--- config.mk ---
export PLATFORM = sky130hd
export DESIGN_NAME = crc_stream
export DESIGN_NICKNAME = d
export VERILOG_FILES = /design/src/rtl/crc_pkg.sv /design/src/rtl/crc_update.sv /design/src/rtl/crc_stream.sv
export SDC_FILE = /design/constraint.sdc
export NUM_CORES = 1
export LEC_CHECK = 0
export ABC_AREA = 0
export BUFFER_PORTS_ARGS = -buffer_cell sky130_fd_sc_hd__buf_2
export CORE_MARGIN = 5
export CORE_UTILIZATION = 50
export CTS_BUF_LIST = sky130_fd_sc_hd__clkbuf_2 sky130_fd_sc_hd__clkbuf_4 sky130_fd_sc_hd__clkbuf_8
export DETAILED_ROUTE_END_ITERATION = 10
export GPL_ROUTABILITY_DRIVEN = 0
export HOLD_SLACK_MARGIN = 0.15
export PLACE_DENSITY = 0.72
export SYNTH_ARGS = -nofsm -noshare
export SYNTH_HDL_FRONTEND = slang
export SYNTH_HIERARCHICAL = 1
export SYNTH_SLANG_ARGS = --single-unit
--- constraint.sdc ---
create_clock -name clk -period 13.9 [get_ports clk]
set_input_delay 0.695 -clock clk [delete_from_list [all_inputs] [get_ports clk]]
set_output_delay 0.695 -clock clk [all_outputs]
set_load 0.01 [all_outputs]
--- src/rtl/crc_pkg.sv ---
// Shared types, CRC-32 / CRC-16/CCITT-FALSE parameter sets and the single-byte CRC step.
// Latency: n/a (types and a combinational function only).
// Backpressure: n/a.
package crc_pkg;

    typedef enum logic [0:0] {
        RUN  = 1'b0,
        HOLD = 1'b1
    } crc_state_t;

    // CRC-32 (IEEE 802.3, reflected)
    localparam int          CRC32_W       = 32;
    localparam logic [31:0] CRC32_POLY    = 32'hEDB8_8320;
    localparam logic [31:0] CRC32_INIT    = 32'hFFFF_FFFF;
    localparam logic [31:0] CRC32_XOR_OUT = 32'hFFFF_FFFF;
    localparam logic [31:0] CRC32_RESIDUE = 32'hDEBB_20E3;
    localparam bit          CRC32_REFLECT = 1'b1;

    // CRC-16/CCITT-FALSE (MSB-first)
    localparam int          CRC16_W       = 16;
    localparam logic [31:0] CRC16_POLY    = 32'h0000_1021;
    localparam logic [31:0] CRC16_INIT    = 32'h0000_FFFF;
    localparam logic [31:0] CRC16_XOR_OUT = 32'h0000_0000;
    localparam logic [31:0] CRC16_RESIDUE = 32'h0000_0000;
    localparam bit          CRC16_REFLECT = 1'b0;

    // One byte through the shift/XOR register. The caller aligns narrow CRCs:
    // right-aligned (low bits) when reflected, left-aligned (top bits) otherwise,
    // with the polynomial aligned the same way. This keeps one 32-bit datapath
    // valid for every width from 8 to 32.
    function automatic logic [31:0] crc_step8(input logic [31:0] crc,
                                              input logic [7:0]  data_byte,
                                              input logic [31:0] poly,
                                              input bit          reflect);
        logic [31:0] c;
        c = crc;
        if (reflect) begin
            c[7:0] = c[7:0] ^ data_byte;
            for (int i = 0; i < 8; i++) begin
                c = c[0] ? ((c >> 1) ^ poly) : (c >> 1);
            end
        end else begin
            c[31:24] = c[31:24] ^ data_byte;
            for (int i = 0; i < 8; i++) begin
                c = c[31] ? ((c << 1) ^ poly) : (c << 1);
            end
        end
        return c;
    endfunction

endpackage

--- src/rtl/crc_update.sv ---
// Combinational CRC update of up to DATA_BYTES bytes, byte 0 first, gated by a keep mask.
// Latency: zero (pure combinational, fully unrolled 8*DATA_BYTES steps).
// Backpressure: none; stateless.
module crc_update
    import crc_pkg::*;
#(
    parameter int          CRC_W      = 32,
    parameter logic [31:0] POLY       = CRC32_POLY,
    parameter bit          REFLECT    = CRC32_REFLECT,
    parameter int          DATA_BYTES = 4
) (
    input  logic [CRC_W-1:0]        crc_i,
    input  logic [8*DATA_BYTES-1:0] data_i,
    input  logic [DATA_BYTES-1:0]   keep_i,
    output logic [CRC_W-1:0]        crc_o
);

    localparam int               SH     = 32 - CRC_W;
    localparam logic [CRC_W-1:0] POLY_T = POLY[CRC_W-1:0];
    localparam logic [31:0]      POLY_A = REFLECT ? 32'(POLY_T) : (32'(POLY_T) << SH);

    logic [31:0] acc;

    // Align the register, run each kept byte in order, then undo the alignment.
    always_comb begin
        acc = REFLECT ? 32'(crc_i) : (32'(crc_i) << SH);
        for (int b = 0; b < DATA_BYTES; b++) begin
            if (keep_i[b]) begin
                acc = crc_step8(acc, data_i[8*b +: 8], POLY_A, REFLECT);
            end
        end
        crc_o = REFLECT ? acc[CRC_W-1:0] : CRC_W'(acc >> SH);
    end

endmodule

--- src/rtl/crc_stream.sv ---
// Streaming CRC engine: 1..DATA_BYTES bytes per beat, one registered result per frame.
// Latency: crc_valid rises on the edge after the s_last beat is accepted (1 cycle).
// Backpressure: s_ready drops while a result is held; held until crc_ready, clear aborts.
module crc_stream
    import crc_pkg::*;
#(
    parameter int          CRC_W      = 32,
    parameter logic [31:0] POLY       = CRC32_POLY,
    parameter logic [31:0] INIT       = CRC32_INIT,
    parameter logic [31:0] XOR_OUT    = CRC32_XOR_OUT,
    parameter logic [31:0] RESIDUE    = CRC32_RESIDUE,
    parameter bit          REFLECT    = CRC32_REFLECT,
    parameter int          DATA_BYTES = 4
) (
    input  logic                    clk,
    input  logic                    reset_n,
    input  logic                    clear,
    input  logic                    s_valid,
    output logic                    s_ready,
    input  logic [8*DATA_BYTES-1:0] s_data,
    input  logic [DATA_BYTES-1:0]   s_keep,
    input  logic                    s_last,
    output logic                    crc_valid,
    input  logic                    crc_ready,
    output logic [CRC_W-1:0]        crc_out,
    output logic                    crc_match,
    output logic [15:0]             frame_len
);

    localparam logic [CRC_W-1:0] INIT_T = INIT[CRC_W-1:0];
    localparam logic [CRC_W-1:0] XOR_T  = XOR_OUT[CRC_W-1:0];
    localparam logic [CRC_W-1:0] RES_T  = RESIDUE[CRC_W-1:0];

    crc_state_t       state_q, state_d;
    logic [CRC_W-1:0] crc_q, crc_d, crc_upd;
    logic [CRC_W-1:0] out_q, out_d;
    logic             match_q, match_d;
    logic [15:0]      cnt_q, cnt_d;
    logic [15:0]      len_q, len_d;
    logic [15:0]      nbytes;
    logic [16:0]      cnt_sum;
    logic [15:0]      cnt_nxt;

    crc_update #(
        .CRC_W      (CRC_W),
        .POLY       (POLY),
        .REFLECT    (REFLECT),
        .DATA_BYTES (DATA_BYTES)
    ) u_update (
        .crc_i  (crc_q),
        .data_i (s_data),
        .keep_i (s_keep),
        .crc_o  (crc_upd)
    );

    // Kept-byte count of the current beat (keep is contiguous, so a popcount).
    always_comb begin
        nbytes = '0;
        for (int b = 0; b < DATA_BYTES; b++) begin
            nbytes = nbytes + 16'(s_keep[b]);
        end
    end

    // Frame length accumulates and sticks at all-ones instead of wrapping.
    assign cnt_sum = {1'b0, cnt_q} + {1'b0, nbytes};
    assign cnt_nxt = cnt_sum[16] ? 16'hFFFF : cnt_sum[15:0];

    // Next state, CRC register, counter and result capture; clear wins over everything.
    always_comb begin
        state_d = state_q;
        crc_d   = crc_q;
        cnt_d   = cnt_q;
        out_d   = out_q;
        match_d = match_q;
        len_d   = len_q;
        if (clear) begin
            state_d = RUN;
            crc_d   = INIT_T;
            cnt_d   = '0;
        end else begin
            case (state_q)
                RUN: begin
                    if (s_valid) begin
                        if (s_last) begin
                            out_d   = crc_upd ^ XOR_T;
                            match_d = (crc_upd == RES_T);
                            len_d   = cnt_nxt;
                            crc_d   = INIT_T;
                            cnt_d   = '0;
                            state_d = HOLD;
                        end else begin
                            crc_d = crc_upd;
                            cnt_d = cnt_nxt;
                        end
                    end
                end
                HOLD: begin
                    if (crc_ready) begin
                        state_d = RUN;
                    end
                end
                default: state_d = RUN;
            endcase
        end
    end

    // State register.
    always_ff @(posedge clk or negedge reset_n) begin
        if (!reset_n) begin
            state_q <= RUN;
        end else begin
            state_q <= state_d;
        end
    end

    // Datapath registers: running CRC, byte count and the held result.
    always_ff @(posedge clk or negedge reset_n) begin
        if (!reset_n) begin
            crc_q   <= INIT_T;
            cnt_q   <= '0;
            out_q   <= '0;
            match_q <= 1'b0;
            len_q   <= '0;
        end else begin
            crc_q   <= crc_d;
            cnt_q   <= cnt_d;
            out_q   <= out_d;
            match_q <= match_d;
            len_q   <= len_d;
        end
    end

    assign s_ready   = (state_q == RUN);
    assign crc_valid = (state_q == HOLD);
    assign crc_out   = out_q;
    assign crc_match = match_q;
    assign frame_len = len_q;

endmodule

* After elaboration in Yosys (flattened, before gate mapping)
Cells that the tools add are included.
Cells by class: add/sub/neg operators 4, shift operators 0, $mul 0, equal/unequal tests 2, magnitude comparators 0, divide/modulo/power cells 0, reduce and logical (&&, ||, !) cells 3, bitwise gates (word level) 39, mux-type cells 50
Operators with widths (number):
- $mux 32 | 40
- $not 13->14 | 32
- $mux 16 | 5
- $eq 32x32->1 const B | 1
- $not 32->32 | 1
- $xor 8x8->8 | 4
- $add 16x4->17 | 1
- $add 3x1->4 | 1
- $mux 1 | 4
- $reduce_and 4->1 | 1
- $add 2x1->3 | 1
- $add 1x1->2 | 1
- $ne 2x2->1 const B | 1
- $not 1->1 | 2
- $pmux 1 s2 | 1
- $reduce_and 2->1 | 1
- $reduce_bool 2->1 | 1
Word-level totals: memory bits (writable) 0, register bits after elaboration 98, latch bits 0, memories 0, memory bits (read-only) 0, input bits 42, logic and storage cells 104, output and inout port bits 51

* Depth between registers and ports, before layout
depth in word-level cells 76, depth in mapped cells 22, depth with buffers taken out 19

* By module
The synthesis kept the hierarchy.
By module, submodules not included:
- crc_update | times used 1, area each 5213.8 sq um, cells each 544, sequential area each 0.0 sq um
- crc_stream | times used 1, area each 4230.3 sq um, cells each 399, sequential area each 2492.4 sq um

* Least setup slack after synthesis
Ideal clock, no wire load.
path type input to register, start point in s_keep[0], end point reg match_q (netlist: crc_match), buffers on the path 5, data required time 13.817 ns, slack 8.110 ns, stages on the path 20, library setup time 0.083 ns, data arrival time 5.707 ns, cells stage by stage buf_2 buf_2 clkbuf_1 buf_2 mux2i_1 nor3b_1 nand2_1 a41oi_1 a2111o_1 clkbuf_1 xnor3_1 mux2i_1 xnor2_2 xor2_1 xnor3_1 mux2_2 nand4b_1 nor4_1 nand4_1 o21ai_0
Between the ends: elaborated cells on any way between the ends 56, classes of those cells eq/ne (1); mux (28); bitwise (27)
RTL lines:
- start, declared | RTL line crc_stream.sv:21 | input logic [DATA_BYTES-1:0] s_keep,
- $mux 32 (*) | RTL line crc_update.sv:28 | if (keep_i[b]) begin
- $xor 8x8->8 or $mux 32 (tied branches) | RTL line crc_pkg.sv:38, crc_pkg.sv:40
- $mux 32 (3 in series) | RTL line crc_pkg.sv:40 | c = c[0] ? ((c >> 1) ^ poly) : (c >> 1);
- $mux 32 or $not 13->14 (tied branches)
- $mux 32 | RTL line crc_pkg.sv:40
- $not 13->14 (no line)
- $mux 32 (3 in series) | RTL line crc_pkg.sv:40
- $mux 32 (*) | RTL line crc_update.sv:28
- (+2 left out)
- $mux 32 (7 in series) | RTL line crc_pkg.sv:40
- $not 13->14 (no line)
- $mux 32 | RTL line crc_pkg.sv:40
- $mux 32 (*) | RTL line crc_update.sv:28
- parallel branches: the longest is 13 deep, another holds $mux 32
- $mux 32 (*) | RTL line crc_update.sv:28
- net crc_upd[22] | RTL line crc_stream.sv:35 | logic [CRC_W-1:0] crc_q, crc_d, crc_upd;
- $eq 32x32->1 (*) | RTL line crc_stream.sv:86 | match_d = (crc_upd == RES_T);
- end signal, assigned | RTL line crc_stream.sv:128 | match_q <= match_d;
- end, declared | RTL line crc_stream.sv:37 | logic match_q, match_d;
Mark *: on every way through the listed nets, which the timed path passes. A chain may end at the register's enable or synchronous reset.

* Worst setup path in the final report
start point reg crc_q[5], end point reg match_q (netlist: crc_match)
Between the ends: elaborated cells on any way between the ends 67, classes of those cells eq/ne (1); mux (36); bitwise (30)
RTL lines:
- start, declared | RTL line crc_stream.sv:35
- start signal, assigned | RTL line crc_stream.sv:125 | crc_q <= crc_d;
- $xor 8x8->8 | RTL line crc_pkg.sv:38 | c[7:0] = c[7:0] ^ data_byte;
- $mux 32 (6 in series) | RTL line crc_pkg.sv:40
- $mux 32 or $not 13->14 (tied branches)
- $mux 32 | RTL line crc_pkg.sv:40
- $mux 32 (*) | RTL line crc_update.sv:28
- $xor 8x8->8, or another cell as far along | RTL line crc_pkg.sv:38
- $mux 32, or another cell as far along | RTL line crc_pkg.sv:40
- $mux 32 | RTL line crc_pkg.sv:40
- (+29 left out)
- $mux 32 | RTL line crc_pkg.sv:40
- $not 13->14 (no line)
- $mux 32 | RTL line crc_pkg.sv:40
- $not 13->14 (no line)
- $mux 32 | RTL line crc_pkg.sv:40
- $mux 32 (*) | RTL line crc_update.sv:28
- net crc_upd[19] | RTL line crc_stream.sv:35
- $eq 32x32->1 (*) | RTL line crc_stream.sv:86
The timed path passes the listed nets; every way through them passes the cells marked *.

==> results.toml <==
[outcome]
status = "completed"

[synth]
ys_ff_latch = 98
synth_area_leaders = "dfrtp_1 (17%), xnor2_1 (14%), xnor3_1 (9.3%)"
ys_seq_area_share_pct = 26.4
synthFlopType = "dfrtp_1"
yosys-top-cells-count = "xnor2_1 (153), nand2_1 (92), o21ai_0 (76)"
yosys_warnings = 6
synthCells = 943
synth_top_area_share_pct = 17.5
synth_largest_area_cell = "dfrtp_1"
syn_area_per_cell_um2 = 10.0
synthDistinctLibCells = 67
syn_area_mm2 = 0.00944
synth_nets = 989
synth.most_common_cell = "xnor2_1"
synth_enable_flop_cells = 0
postSynth.asyncResetShare_pct = 100

[clock_tree]
clk_path_buf_depth = 2
ctsHtreeMaxLevel = 3
cts_resized = 0
clkSinkCount = 98
cts_made_buffers = 9
hold_buffers = 0
clockRootBuffer = "clkbuf_8"
cts.clk_slew.worst_paths_ns = 0.09
post-cts-setup-buffer-count = 0
cts_tree = "built"
clock_latency_ns = 0.37

[final_layout]
final_net_count = 1050
drive_gt1_share_pct = 19.8
regArea_mm2 = 0.00249
fillers = 1667
syn_to_final_growth_pct = 9.12
multiInputGateArea_mm2 = 0.00668
diodes = 0

[setup_path]
slowest_delay_ns = 0.66
arrival_ns = 7.03
crit_slowest_cell = "dfstp_2"
cp_top_family = "XOR/XNOR gates"
critPathLaunchType = "flop"
critPathMaxFanout = 6
cp_cell_sequence = "xor2_1, xnor3_1, mux2i_2, xor3_1, xnor2_1, xnor2_1, mux2i_1, xnor3_2, xor2_1, mux2i_4, xnor3_2, xor2_1, xnor3_1, mux2i_1, nand4b_1, nor4_1, nand4_1, o21ai_0"
cpMostUsedCell = "xor2_1"
crit_type = "reg2reg"
cp-end-kind = "flop"
worstPathRequired_ns = 14.18
cp_num_buf_inv = 0
startpoint = "crc_q[5]"
reg2reg_from = "crc_q[5]"

[floorplanning]
die_y_um = 147
chipWidth_um = 147
start_util_pct = 50.7
die_area_mm2 = 0.0217
core_area_mm2 = 0.0186
rows = 50
num_io_pins = 93

[global_route]
grt_overflow = 0
grt_pass1_wl_um = 40300
grt_use_total_pct = 23.9
first_global_vias = 6876
antenna_found_initial = 0
grt_max_degree = 73

[route]
drt_wl_total_um = 26400
drtIter0Drc = 646
drtPass1Iterations = 5
wl_per_cell_um = 21.3
drc = 0
via_count = 7189
via_per_inst = 5.78
route.antenna.remaining_nets = 0

[timing]
slew_headroom_pct = 33.7
setup_tns_ns = 0
hold_violations = 0
min_period_ns = 6.74
rsz0062_at_grt = "no"
clock-skew-final_ns = 0.0136
tightest_slew_ns = 0.994
final-max-slew-violation-count = 0
fin_crit_sh_pct = 48.5
fmax_mhz = 148
setup_viol_count_final = 0

[job]
maxCapViolations = 0

[placed_design]
io_buffers = 92
dp.final_hpwl_um = 20800

[worst_hold_path]
hold_class = "in2async"
final timing paths:
path,endpoint,slack (ns),depth (start not counted)
min in group clk,crc_valid,0.47,2
worst max register to register,crc_match,7.16,18
worst max-delay path,crc_match,7.16,18
worst min-delay path,crc_out[30],0.23,1
worst min register to register,crc_out[28],0.48,2
max in group asynchronous,cnt_q[14],12.45,2
state kept, by name, indices dropped and copies added (netlist names):
register,count
crc_out,32
crc_q,32
cnt_q,16
frame_len,16
crc_match,1
crc_valid,1
layout make-up:
class | instances | share of cell area, %
multi-input cells | 775 | 64.8
flip-flops and latches | 98 | 24.2
repair buffers | 100 | 5.08
well taps | 234 | 2.84
clock buffers | 11 | 1.41
clock inverters | 5 | 0.983
inverters | 20 | 0.729
layout by cell type, fill, tap and decap left out, drive strengths merged, types with 5 or more instances in the layout:
master and instances:
xnor2 172, buf 100, nand2 92, o21ai 78
mux2i 70, dfrtp 66, nor2 65, xor2 55
a21oi 47, xnor3 41, o22a 34, dfstp 32
inv 20, xor3 14, clkbuf 11, nand3 10
a31oi 9, nand2b 6, mux2 6, nor3 6
and3 5, o21a 5, a21o 5, nand4 5
per-layer routing:
metal	vias up	wire length, um	track usage [%]
li1	3377	-	-
met1	3480	11500	33.9
met2	288	12300	38.5
met3	44	2050	3.92
met4	0	613	5.82
met5	-	0	0
cells by family after synthesis:
logic type	Yosys count	share of synthesized area (%)
and+or+nand+nor	211	10.1
buffers and inverters	70	2.95
muxes	76	9.00
DFF	98	26.4
xor gates and xnor gates	282	36.9
adders and majority gates	4	0.768
AOI/OAI and AO/OA	202	13.9
through the flow:
step / utilization, % / hold slack [ns] / setup WS (ns) / instances / area (um2)
2_1_floorplan: - / 0.399 / 8.11 / 943 / 9440
3_3_place_gp: 54.0 / 0.457 / 7.01 / 1227 / 10100
3_5_place_dp: 54.0 / 0.466 / 6.89 / 1227 / 10100
4_1_cts: 55.3 / 0.234 / 7.24 / 1243 / 10300
5_1_grt: 55.3 / 0.244 / 6.83 / 1243 / 10300
6_report: 55.3 / 0.233 / 7.16 / 1243 / 10300
Power is not shown: default switching activity piles up to over one toggle a cycle in this logic, so the estimate is an artifact.
